<file path="config.mk">
export PLATFORM = sky130hd
export DESIGN_NAME = mx_int8_block_streamer_flat
export DESIGN_NICKNAME = d
export VERILOG_FILES = /design/src/rtl/mx_int8_block_streamer_if.sv /design/src/rtl/mx_int8_block_streamer.sv /design/src/flat_wrapper.sv
export SDC_FILE = /design/constraint.sdc
export NUM_CORES = 1
export LEC_CHECK = 0
export BUFFER_PORTS_ARGS = -buffer_cell sky130_fd_sc_hd__buf_4
export CAP_MARGIN = 0
export CORE_MARGIN = 2
export CORE_UTILIZATION = 25
export DETAILED_ROUTE_END_ITERATION = 8
export GPL_TIMING_DRIVEN = 0
export PLACE_DENSITY_LB_ADDON = 0.1
export SYNTH_ARGS = -nofsm -noshare
export SYNTH_HDL_FRONTEND = slang
export SYNTH_SLANG_ARGS = --single-unit
</file>
<file path="constraint.sdc">
create_clock -name clk -period 2.3 [get_ports clk]
set_input_delay 0.345 -clock clk [delete_from_list [all_inputs] [get_ports clk]]
set_output_delay 0.345 -clock clk [all_outputs]
set_load 0.03 [all_outputs]
</file>
<file path="src/rtl/mx_int8_block_streamer_if.sv">
// Block handshake bus for the MXINT8 streamer: one whole block
// (shared scale + packed elements) offered under valid/ready.
interface mx_int8_block_streamer_if #(
    parameter int BLOCK_SIZE    = 32,
    parameter int ELEMENT_WIDTH = 8,
    parameter int SCALE_WIDTH   = 8
);
    logic                                in_valid_i;
    logic                                in_ready_o;
    logic [SCALE_WIDTH-1:0]              in_scale_i;
    logic [BLOCK_SIZE*ELEMENT_WIDTH-1:0] in_elems_i;

    // Block producer side
    modport master (
        output in_valid_i,
        output in_scale_i,
        output in_elems_i,
        input  in_ready_o
    );

    // Streamer side
    modport slave (
        input  in_valid_i,
        input  in_scale_i,
        input  in_elems_i,
        output in_ready_o
    );
endinterface

</file>
<file path="src/rtl/mx_int8_block_streamer.sv">
// MXINT8 block streamer: captures one block (scale + BLOCK_SIZE elements)
// on accept, then emits one element per clock with a data_ready pulse on
// element 0 and last_o on the final element. Zero-gap back-to-back blocks
// are supported by accepting during the last element.
module mx_int8_block_streamer #(
    parameter int BLOCK_SIZE    = 32,
    parameter int ELEMENT_WIDTH = 8,
    parameter int SCALE_WIDTH   = 8
) (
    input  logic                          clk,
    input  logic                          rst_n,
    mx_int8_block_streamer_if.slave       in_if,
    output logic                          data_ready_o,
    output logic                          elem_valid_o,
    output logic [ELEMENT_WIDTH-1:0]      elem_o,
    output logic [$clog2(BLOCK_SIZE)-1:0] elem_idx_o,
    output logic                          last_o,
    output logic [SCALE_WIDTH-1:0]        scale_o
);
    localparam int IDX_W = $clog2(BLOCK_SIZE);

    typedef enum logic {IDLE, STREAM} state_t;

    state_t                                  state;
    logic [BLOCK_SIZE-1:0][ELEMENT_WIDTH-1:0] buf_q;
    logic [IDX_W-1:0]                        idx_nxt;
    logic                                    accept;

    // Ready while idle or while the final element is on the output, so a
    // waiting block follows with no bubble. Held low during reset.
    assign in_if.in_ready_o = rst_n && ((state == IDLE) || (state == STREAM && last_o));
    assign accept           = in_if.in_valid_i && in_if.in_ready_o;
    assign idx_nxt          = elem_idx_o + 1'b1;

    // FSM plus registered output stage; element 0 is driven straight from
    // the input bus on accept so it appears the cycle after capture.
    always_ff @(posedge clk or negedge rst_n) begin
        if (!rst_n) begin
            state        <= IDLE;
            buf_q        <= '0;
            data_ready_o <= 1'b0;
            elem_valid_o <= 1'b0;
            elem_o       <= '0;
            elem_idx_o   <= '0;
            last_o       <= 1'b0;
            scale_o      <= '0;
        end else if (accept) begin
            state        <= STREAM;
            buf_q        <= in_if.in_elems_i;
            scale_o      <= in_if.in_scale_i;
            data_ready_o <= 1'b1;
            elem_valid_o <= 1'b1;
            elem_o       <= in_if.in_elems_i[ELEMENT_WIDTH-1:0];
            elem_idx_o   <= '0;
            last_o       <= 1'b0;
        end else if (state == STREAM && !last_o) begin
            data_ready_o <= 1'b0;
            elem_o       <= buf_q[idx_nxt];
            elem_idx_o   <= idx_nxt;
            last_o       <= (idx_nxt == IDX_W'(BLOCK_SIZE - 1));
        end else if (state == STREAM) begin
            // Last element done and nothing waiting: drop to idle, scale held
            state        <= IDLE;
            data_ready_o <= 1'b0;
            elem_valid_o <= 1'b0;
            elem_o       <= '0;
            elem_idx_o   <= '0;
            last_o       <= 1'b0;
        end
    end
endmodule

</file>
<file path="src/flat_wrapper.sv">
// flat-port wrapper written by rule: the top's interface ports become plain ports
module mx_int8_block_streamer_flat 
#(
    parameter int BLOCK_SIZE    = 32,
    parameter int ELEMENT_WIDTH = 8,
    parameter int SCALE_WIDTH   = 8
)
  (clk, rst_n, data_ready_o, elem_valid_o, elem_o, elem_idx_o, last_o, scale_o, in_if_in_valid_i, in_if_in_scale_i, in_if_in_elems_i, in_if_in_ready_o);
  mx_int8_block_streamer_if #(.BLOCK_SIZE(BLOCK_SIZE), .ELEMENT_WIDTH(ELEMENT_WIDTH), .SCALE_WIDTH(SCALE_WIDTH)) in_if_i ();
  input  logic clk;
  input  logic rst_n;
  output logic data_ready_o;
  output logic elem_valid_o;
  output logic [ELEMENT_WIDTH-1:0] elem_o;
  output logic [$clog2(BLOCK_SIZE)-1:0] elem_idx_o;
  output logic last_o;
  output logic [SCALE_WIDTH-1:0] scale_o;
  input wire logic [$bits(in_if_i.in_valid_i)-1:0] in_if_in_valid_i;
  input wire logic [$bits(in_if_i.in_scale_i)-1:0] in_if_in_scale_i;
  input wire logic [$bits(in_if_i.in_elems_i)-1:0] in_if_in_elems_i;
  output wire logic [$bits(in_if_i.in_ready_o)-1:0] in_if_in_ready_o;
  assign in_if_i.in_valid_i = in_if_in_valid_i;
  assign in_if_i.in_scale_i = in_if_in_scale_i;
  assign in_if_i.in_elems_i = in_if_in_elems_i;
  assign in_if_in_ready_o = in_if_i.in_ready_o;
  mx_int8_block_streamer #(.BLOCK_SIZE(BLOCK_SIZE), .ELEMENT_WIDTH(ELEMENT_WIDTH), .SCALE_WIDTH(SCALE_WIDTH)) u_core (.clk(clk), .rst_n(rst_n), .in_if(in_if_i), .data_ready_o(data_ready_o), .elem_valid_o(elem_valid_o), .elem_o(elem_o), .elem_idx_o(elem_idx_o), .last_o(last_o), .scale_o(scale_o));
endmodule
</file>
* Word-level counts from Yosys, hierarchy flattened
Index checks and enable logic that the tools add are counted.
Widths: inputs -> output; s select.
** Cells by class
- $add $sub $neg :: 1
- Order comparisons :: 1
- Eq/ne operators :: 2
- Muxes and demuxes :: 17
- Bitwise logic cells :: 1
- Reduce and logical (&&, ||, !) cells :: 9
** Operators by type and width (number)
- $bmux 8 s5 :: 1
- $mux 8 :: 4
- $mux 5 :: 3
- $mux 1 :: 9
- $lt 5x6->1 const B :: 1
- $add 5x1->5 const B :: 1
- $eq 5x5->1 const B :: 1
- $logic_and 1x1->1 :: 4
- $reduce_bool 3->1 :: 1
- $ne 2x1->1 const B :: 1
- $reduce_and 2->1 :: 1
- $reduce_bool 2->1 :: 1
- $logic_not 1->1 :: 1
- $logic_or 1x1->1 :: 1
- $not 1->1 :: 1
** Storage, ports and cells
- Bits in registers :: 281
- Input port bits :: 267
- Output and inout bits :: 25
- Word-level logic and storage cells :: 70

* Depth between registers and ports, before layout
Gate-level depths: netlist (run 1).
- Depth in word-level cells :: 6
- Gate-level depth with buffers :: 10
- Mapped depth without buffers :: 6

* Worst setup path before layout (run 1)
OpenSTA, ideal clock, no wires.
- Path kind :: register -> register
- Start :: register u_core.elem_idx_o[0]
- End :: register u_core.elem_o[2]
- Library setup time :: 0.141 ns
- Arrival :: 2.646 ns
- Data required time :: 2.159 ns
- Setup slack :: -0.486 ns
- Cell stages (with the launch flop) :: 11
- Buffers on the path :: 4
- Period minus slack after synthesis :: 2.786 ns
- Path through :: dfrtp_1 > buf_6 > buf_2 > inv_1 > ha_1 > buf_2 > clkbuf_1 > mux4_2 > mux2_2 > a2bb2oi_1 > o311ai_1
** On the way
- Cells in the longest elaborated chain, start to end :: 5
** RTL lines
- start: declaration :: line mx_int8_block_streamer.sv:16 : output logic [$clog2(BLOCK_SIZE)-1:0] elem_idx_o,
- start signal: assignment :: line mx_int8_block_streamer.sv:59 : elem_idx_o <= idx_nxt;
- $add 5x1->5 :: line mx_int8_block_streamer.sv:33 : assign idx_nxt = elem_idx_o + 1'b1;
- $bmux 8 s5 :: line mx_int8_block_streamer.sv:58 : elem_o <= buf_q[idx_nxt];
- $mux 8 (not written as such) :: line mx_int8_block_streamer.sv:58
- $mux 8 :: line mx_int8_block_streamer.sv:56 : end else if (state == STREAM && !last_o) begin
- $mux 8 :: line mx_int8_block_streamer.sv:47 : end else if (accept) begin
- end signal: assignment :: line mx_int8_block_streamer.sv:53 : elem_o <= in_if.in_elems_i[ELEMENT_WIDTH-1:0];
- end signal: assignment :: line mx_int8_block_streamer.sv:58
- end: declaration :: line mx_int8_block_streamer.sv:15 : output logic [ELEMENT_WIDTH-1:0] elem_o,
Every way passes these cells. The select of a mux whose other input is x is not followed.
A chain may end at the register's enable or synchronous reset.

* Final worst setup path (run 1)
- Start :: register u_core.elem_idx_o[0]
- End :: register u_core.elem_o[0]
The elaborated chain is that of the path after synthesis.

==> results.yml, run 1 <==
timing:
  report.final.slew_viol_count: 0
  min_period_ns: 2.31
  layout_setup_ws_ns: -0.00919
  setup_viol: 1
  worstMarginPinSlew_ns: 0.811
  finalCritPeriodShare_pct: 100
  max_freq_mhz: 433
  slew_headroom_pct: 45.9
  fin_worst_skew_ns: 0.0206
  rsz0062_at_grt: "yes"
  hold_viol: 0
worst_setup_path:
  path_class: "flop to flop"
  max_stage_delay_ns: 0.39
  cp_max_fo: 8
  crit_path_end_kind: "flop"
  path_buf_inv: 4
  cp_top_family: "multiplexers"
  cpMostUsedCell: "buf_12"
  arrival_ns: 2.71
  worstPathCellList: "buf_12 -> buf_12 -> inv_8 -> ha_4 -> clkbuf_16 -> mux4_2 -> mux2_4 -> a2bb2oi_4 -> o311ai_2"
  rr_worst_depth: 9
  crit_slowest_cell: "dfrtp_2"
  required_ns: 2.70
  crit_path_start_kind: "flop"
  path_depth: 9
clock_tree:
  cts_sinks: 281
  cts_buffer_depth: 3
  clk-insertion-delay-late_ns: 0.55
  path_clk_slew_ns: 0.05
  htree_num_levels: 2
  clockRootBuffer: "clkbuf_16"
  numCtsBuffers: 37
  cts_tree: "yes"
detailed_routing:
  wl_per_cell_um: 21.9
  wl_met1_um: 19700
  viasPerCell: 4.46
  ant_nets: 0
  drt_iter0_drc: 301
  firstDrtPassIters: 4
  num_vias: 9078
  wl_met2_um: 21000
  drc: 0
  top_layer: "met5"
  drt_wl_total_um: 44600
  route.met3.wl_um: 2510
yosys:
  yosys.area_share.simple_pct: 3.82
  synth_top_family_by_area: "multiplexers"
  syn-num-nets: 1138
  synth_compound_area_share_pct: 3.18
  yosys.area_share.adder_pct: 0.196
  synth.area.mux_share_pct: 34.6
  syn_inst: 869
  syn_area_per_cell_um2: 14.7
  synth_warnings: 0
  ys_seq_area_share_pct: 55.1
  yosys.cell_types.count: 36
  ys_ff_latch: 281
  synth-xor-area-share_pct: 0.549
  netlist_area_mm2: 0.0128
global_route:
  grt_max_degree: 55
  grt_pass1_wl_um: 65800
  grtUsageTotal_pct: 17.1
  grt_overflow: 0
  antenna_found_initial: 3
  grt_pass1_vias: 9960
final_layout:
  final_nets: 1611
  mostFrequentLayoutCells: "318 x buf_4, 279 x dfrtp_1, 264 x mux2_2, 124 x dlygate4sd3_1, 74 x nand2_1"
  fin_util_pct: 38.0
  antenna_cells: 0
  instances_no_fill: 2035
  final_common_cell: "buf_4"
  syn_to_final_growth_pct: 49.5
  post_route_cells_drive_above_1_share_pct: 56.6
  design_area_mm2: 0.0191
  fillers: 4938
die:
  rows: 82
  initial_core_util_pct: 25.4
  ios: 292
  die_area_mm2: 0.0529
  die_w_um: 230
  core_mm2: 0.0503
  fp.dieH_um: 230
status:
  status: "finished, violations left"
  violations: "negative setup slack"
placed_design:
  post-place-ws_ns: -1.50
  port_buffers: 291
  placed_cell_area_mm2: 0.0159
  dp.cells: 1834
  dp_hpwl_um: 31800
  place_congestion: 0.752
power_and_ir_drop:
  leakage_nw: 8.45
  p_total_mw: 28.1
  peakVddDrop_mv: 0.482
  p_per_area_mw_per_mm2: 1470
run:
  drv_cap: 0
hold_path:
  hold_class: "input pin to async pin"
-- report_power, final --
group	switching, mW	leakage [nW]	internal, mW
clock	2.22	0.574	3.44
sequential	1.21	3.44	7.37
combinational	6.57	4.43	7.34
-- kinds of logic after synthesis --
logic type | Yosys count
and+or+nand+nor | 111
adders and majority gates | 2
buffers and inverters | 62
xor gates and xnor gates | 5
muxes | 343
DFF | 281
AOI/OAI and AO/OA | 65
-- metal layers --
layer	global-route usage [%]	vias up
met5	0	-
met3	3.63	70
met1	23.0	4620
li1	-	4152
met4	5.69	6
met2	27.3	230
-- layout make-up --
cell class / count / area [um^2] / area share, %
tap: 672 / 841 / 4.40
buffer: 57 / 474 / 2.48
multi-input combinational: 526 / 5710 / 29.9
timing repair buffer: 437 / 3840 / 20.1
sequential: 281 / 7030 / 36.8
clock inverter: 5 / 56.3 / 0.295
clock buffer: 55 / 1120 / 5.85
inverter: 2 / 15.0 / 0.0786
-- cells in the mapped netlist --
| master | n | area (um^2) |
|---|---|---|
| mux4_2 | 46 | 1040 |
| a21oi_1 | 31 | 155 |
| buf_1 | 1 | 3.75 |
| inv_1 | 2 | 7.51 |
| and3_1 | 9 | 56.3 |
| nand2b_1 | 5 | 31.3 |
| o32ai_1 | 1 | 8.76 |
| a2bb2oi_1 | 8 | 70.1 |
| mux2_2 | 271 | 3050 |
| mux2i_1 | 22 | 220 |
| xnor2_1 | 1 | 8.76 |
| o22ai_1 | 9 | 56.3 |
| or2_2 | 1 | 6.26 |
| o41ai_1 | 1 | 8.76 |
| o21ai_1 | 1 | 5.00 |
| o32a_1 | 1 | 10.0 |
| nand3_1 | 4 | 20.0 |
| buf_2 | 37 | 185 |
| and2b_1 | 1 | 7.51 |
| and2_1 | 2 | 12.5 |
| xnor2_2 | 1 | 16.3 |
| a31oi_1 | 1 | 6.26 |
| nor3_1 | 2 | 10.0 |
| xor2_4 | 1 | 27.5 |
| buf_4 | 5 | 37.5 |
| xor2_1 | 2 | 17.5 |
| o21ai_0 | 5 | 25.0 |
| nor2_1 | 5 | 18.8 |
| mux4_1 | 4 | 105 |
| ha_1 | 2 | 25.0 |
| clkbuf_1 | 12 | 45.0 |
| nand2_1 | 75 | 282 |
| dfrtp_1 | 281 | 7030 |
| nor4_1 | 7 | 43.8 |
| buf_6 | 5 | 56.3 |
| o311ai_1 | 7 | 61.3 |
-- per-stage QoR --
stage	hold WS [ns]	TNS, ns
after floorplan	0.0494	0
after global placement	0.482	-1531.74
after detailed placement	0.351	-387.80
after CTS	0.0000543	-0.340
after global routing	0.0126	-0.401
final	0.0122	-0.00919
-- path summary, 6_finish.rpt --
path	end	from	slack, ns
max in group asynchronous	u_core.buf_q[95]	rst_n	1.31
worst max register to register	u_core.elem_o[0]	u_core.elem_idx_o[0]	-0.009
worst min register to register	u_core.buf_q[176]	u_core.buf_q[176]	0.50
worst min-delay path	u_core.elem_idx_o[0]	rst_n	0.01
worst max-delay path	u_core.elem_o[0]	u_core.elem_idx_o[0]	-0.009
min in group clk	u_core.buf_q[123]	in_if_in_elems_i[123]	0.04
-- sequential cells by signal (all words and copies together), names as in the netlist --
name                 flops
u_core.buf_q           256
u_core.data_ready_o      1
u_core.elem_idx_o        5
u_core.elem_o            8
u_core.elem_valid_o      1
u_core.last_o            1
u_core.scale_o           8
u_core.state             1
-- worst min-delay path, cell delays in order --
cell and delay, ns:
buf_16 0.09, buf_16 0.12, buf_16 0.13, buf_16 0.23
-- timing repair --
action / in CTS / in global routing
cloned: 5 / 0
gates resized for setup: 75 / 24
pin swaps: 3 / 5
hold buffers: 129 / 0
endpoints found under the setup margin: 280 / 8
buffers inserted: 5 / 5
endpoints found under the hold margin: 219 / 0
(Power assumes the default switching activity.)
==> run 2, diff against run 1 <==
--- a/config.mk
+++ b/config.mk
@@ -7,7 +7,7 @@
 export LEC_CHECK = 0
 export BUFFER_PORTS_ARGS = -buffer_cell sky130_fd_sc_hd__buf_4
 export CAP_MARGIN = 0
-export CORE_MARGIN = 2
+export CORE_MARGIN = 10
 export CORE_UTILIZATION = 25
 export DETAILED_ROUTE_END_ITERATION = 8
 export GPL_TIMING_DRIVEN = 0
==> constraint.sdc (replaced) <==
create_clock -name clk -period 2.1 [get_ports clk]
set_input_delay 0.315 -clock clk [delete_from_list [all_inputs] [get_ports clk]]
set_output_delay 0.315 -clock clk [all_outputs]
set_load 0.03 [all_outputs]
==> run 2 against run 1 <==
Combinational power grew 14%; critical endpoint unchanged; the flow finishes with violations (negative hold slack, negative setup slack); cell area grew 6.9%; sequential power grew 9.8%.
==> results.yml, run 2 (synthesis results as in run 1) <==
hold_path:
  hold_class: "input pin to async pin"
status:
  violations: "negative hold slack, negative setup slack"
  status: "finished, violations left"
timing:
  setup_viol: 8
  fin_worst_skew_ns: 0.0227
  report.final.slew_viol_count: 0
  finalCritPeriodShare_pct: 112
  slew_headroom_pct: 46.8
  rsz0062_at_grt: "yes"
  hold_viol: 70
  layout_setup_ws_ns: -0.250
  hold_slack_ns: -0.233
  worstMarginPinSlew_ns: 0.798
  min_period_ns: 2.35
  max_freq_mhz: 426
global_route:
  grt_pass1_wl_um: 71400
  antenna_found_initial: 1
  grtUsageTotal_pct: 15.9
  grt_pass1_vias: 10921
  grt_max_degree: 108
  grt_overflow: 0
detailed_routing:
  drc: 0
  drt_iter0_drc: 291
  firstDrtPassIters: 4
  drt_wl_total_um: 48000
  ant_nets: 0
  num_vias: 9507
  wl_per_cell_um: 22.1
  viasPerCell: 4.38
final_layout:
  mostFrequentLayoutCells: "328 x buf_4, 278 x dfrtp_1, 265 x mux2_2, 259 x dlygate4sd3_1, 73 x nand2_1"
  top_register: "u_core.buf_q"
  final_nets: 1740
  antenna_cells: 0
  instances_no_fill: 2169
  final_common_cell: "buf_4"
  reg_top3: "u_core.buf_q x256, u_core.elem_o x8, u_core.scale_o x8"
  largest_reg_flops: 256
  post_route_cells_drive_above_1_share_pct: 52.0
  syn_to_final_growth_pct: 59.9
power_and_ir_drop:
  leakage_nw: 8.95
  p_total_mw: 31.6
  peakVddDrop_mv: 0.682
  p_per_area_mw_per_mm2: 1550
clock_tree:
  cts_buffer_depth: 3
  cts_sinks: 281
  htree_num_levels: 2
  path_clk_slew_ns: 0.06
  clockRootBuffer: "clkbuf_16"
  clk-insertion-delay-late_ns: 0.55
  ctsHoldBuffers: 259
  numCtsBuffers: 37
  cts_tree: "yes"
worst_setup_path:
  crit_path_start_kind: "flop"
  arrival_ns: 2.75
  required_ns: 2.50
  cp_max_fo: 5
  crit_path_end_kind: "flop"
  path_class: "flop to flop"
die:
  die_w_um: 246
  rows: 82
  fp.dieH_um: 246
  ios: 292
  core_mm2: 0.0504
  initial_core_util_pct: 25.3
  die_area_mm2: 0.0605
placed_design:
  place_congestion: 0.747
  port_buffers: 291
  dp.cells: 1834
  dp_hpwl_um: 34300
run:
  drv_cap: 0
-- run 2: changes by cell type in the layout (fill, tap and decap cells not counted), sizes merged --
cell and delta:
bufinv +1, buf -5, dlygate4sd3 +135, bufbuf -3, clkinvlp +1, clkinv +3
clkbuf +2
-- run 2: power breakdown --
group / leakage [nW] / internal [mW] / switching [mW]
sequential: 3.44 / 8.07 / 1.35
combinational: 4.91 / 8.43 / 7.41
clock: 0.594 / 3.88 / 2.49
total: 8.95 / 20.4 / 11.2
-- run 2: per-stage QoR --
step	worst slack [ns]	instance area, um^2	util (%)	setup TNS [ns]
floorplan	-0.126	12800	-	-0.942
global placement	-3.60	15900	31.5	-1592.67
detailed placement	-0.944	15900	31.6	-121.21
CTS	-0.287	20300	40.3	-2.03
global route	-0.312	20400	40.5	-2.36
finish	-0.250	20400	40.5	-1.87
-- run 2: final timing paths --
kind	cells after the start	from	slack [ns]	endpoint
max	10	u_core.elem_idx_o[0]	-0.25	u_core.elem_o[0]
min	1	rst_n	-0.23	u_core.buf_q[98]
max reg2reg	10	u_core.elem_idx_o[0]	-0.25	u_core.elem_o[0]
min reg2reg	1	u_core.buf_q[134]	0.50	u_core.buf_q[134]
max in group asynchronous	2	rst_n	1.33	u_core.buf_q[169]
min in group clk	3	in_if_in_elems_i[2]	0.04	u_core.elem_o[2]
-- run 2: layout make-up --
class	instances	area, um^2
inverter	2	15.0
multi-input combinational	526	5760
clock buffer	55	1110
buffer	58	543
timing repair buffer	565	5010
clock inverter	10	109
sequential	281	7040
tap	672	841
fill	4718	30000
-- run 2: routing by layer --
metal | vias up | track usage [%] | share of wire, %
met2 | 210 | 26.2 | 49
met5 | - | 0 | 0.015
li1 | 4419 | - | -
met4 | 2 | 4.77 | 2.1
met1 | 4813 | 20.5 | 44
met3 | 63 | 3.44 | 4.8
-- run 2: repair_timing --
item,CTS,global route
buffers inserted,9,0
resized for setup,98,23
pin swaps,4,5
gates cloned,4,0
endpoints found under the setup margin,271,252
endpoints found under the hold margin,331,70
-- run 2: critical path, cell delays in order (launching register included) --
cell,delay [ns]
dfrtp_2,0.43
buf_12,0.14
buf_12,0.12
inv_8,0.05
ha_4,0.21
buf_12,0.14
clkbuf_16,0.16
mux4_2,0.35
mux2_4,0.32
a2bb2oi_4,0.16
o311ai_1,0.11
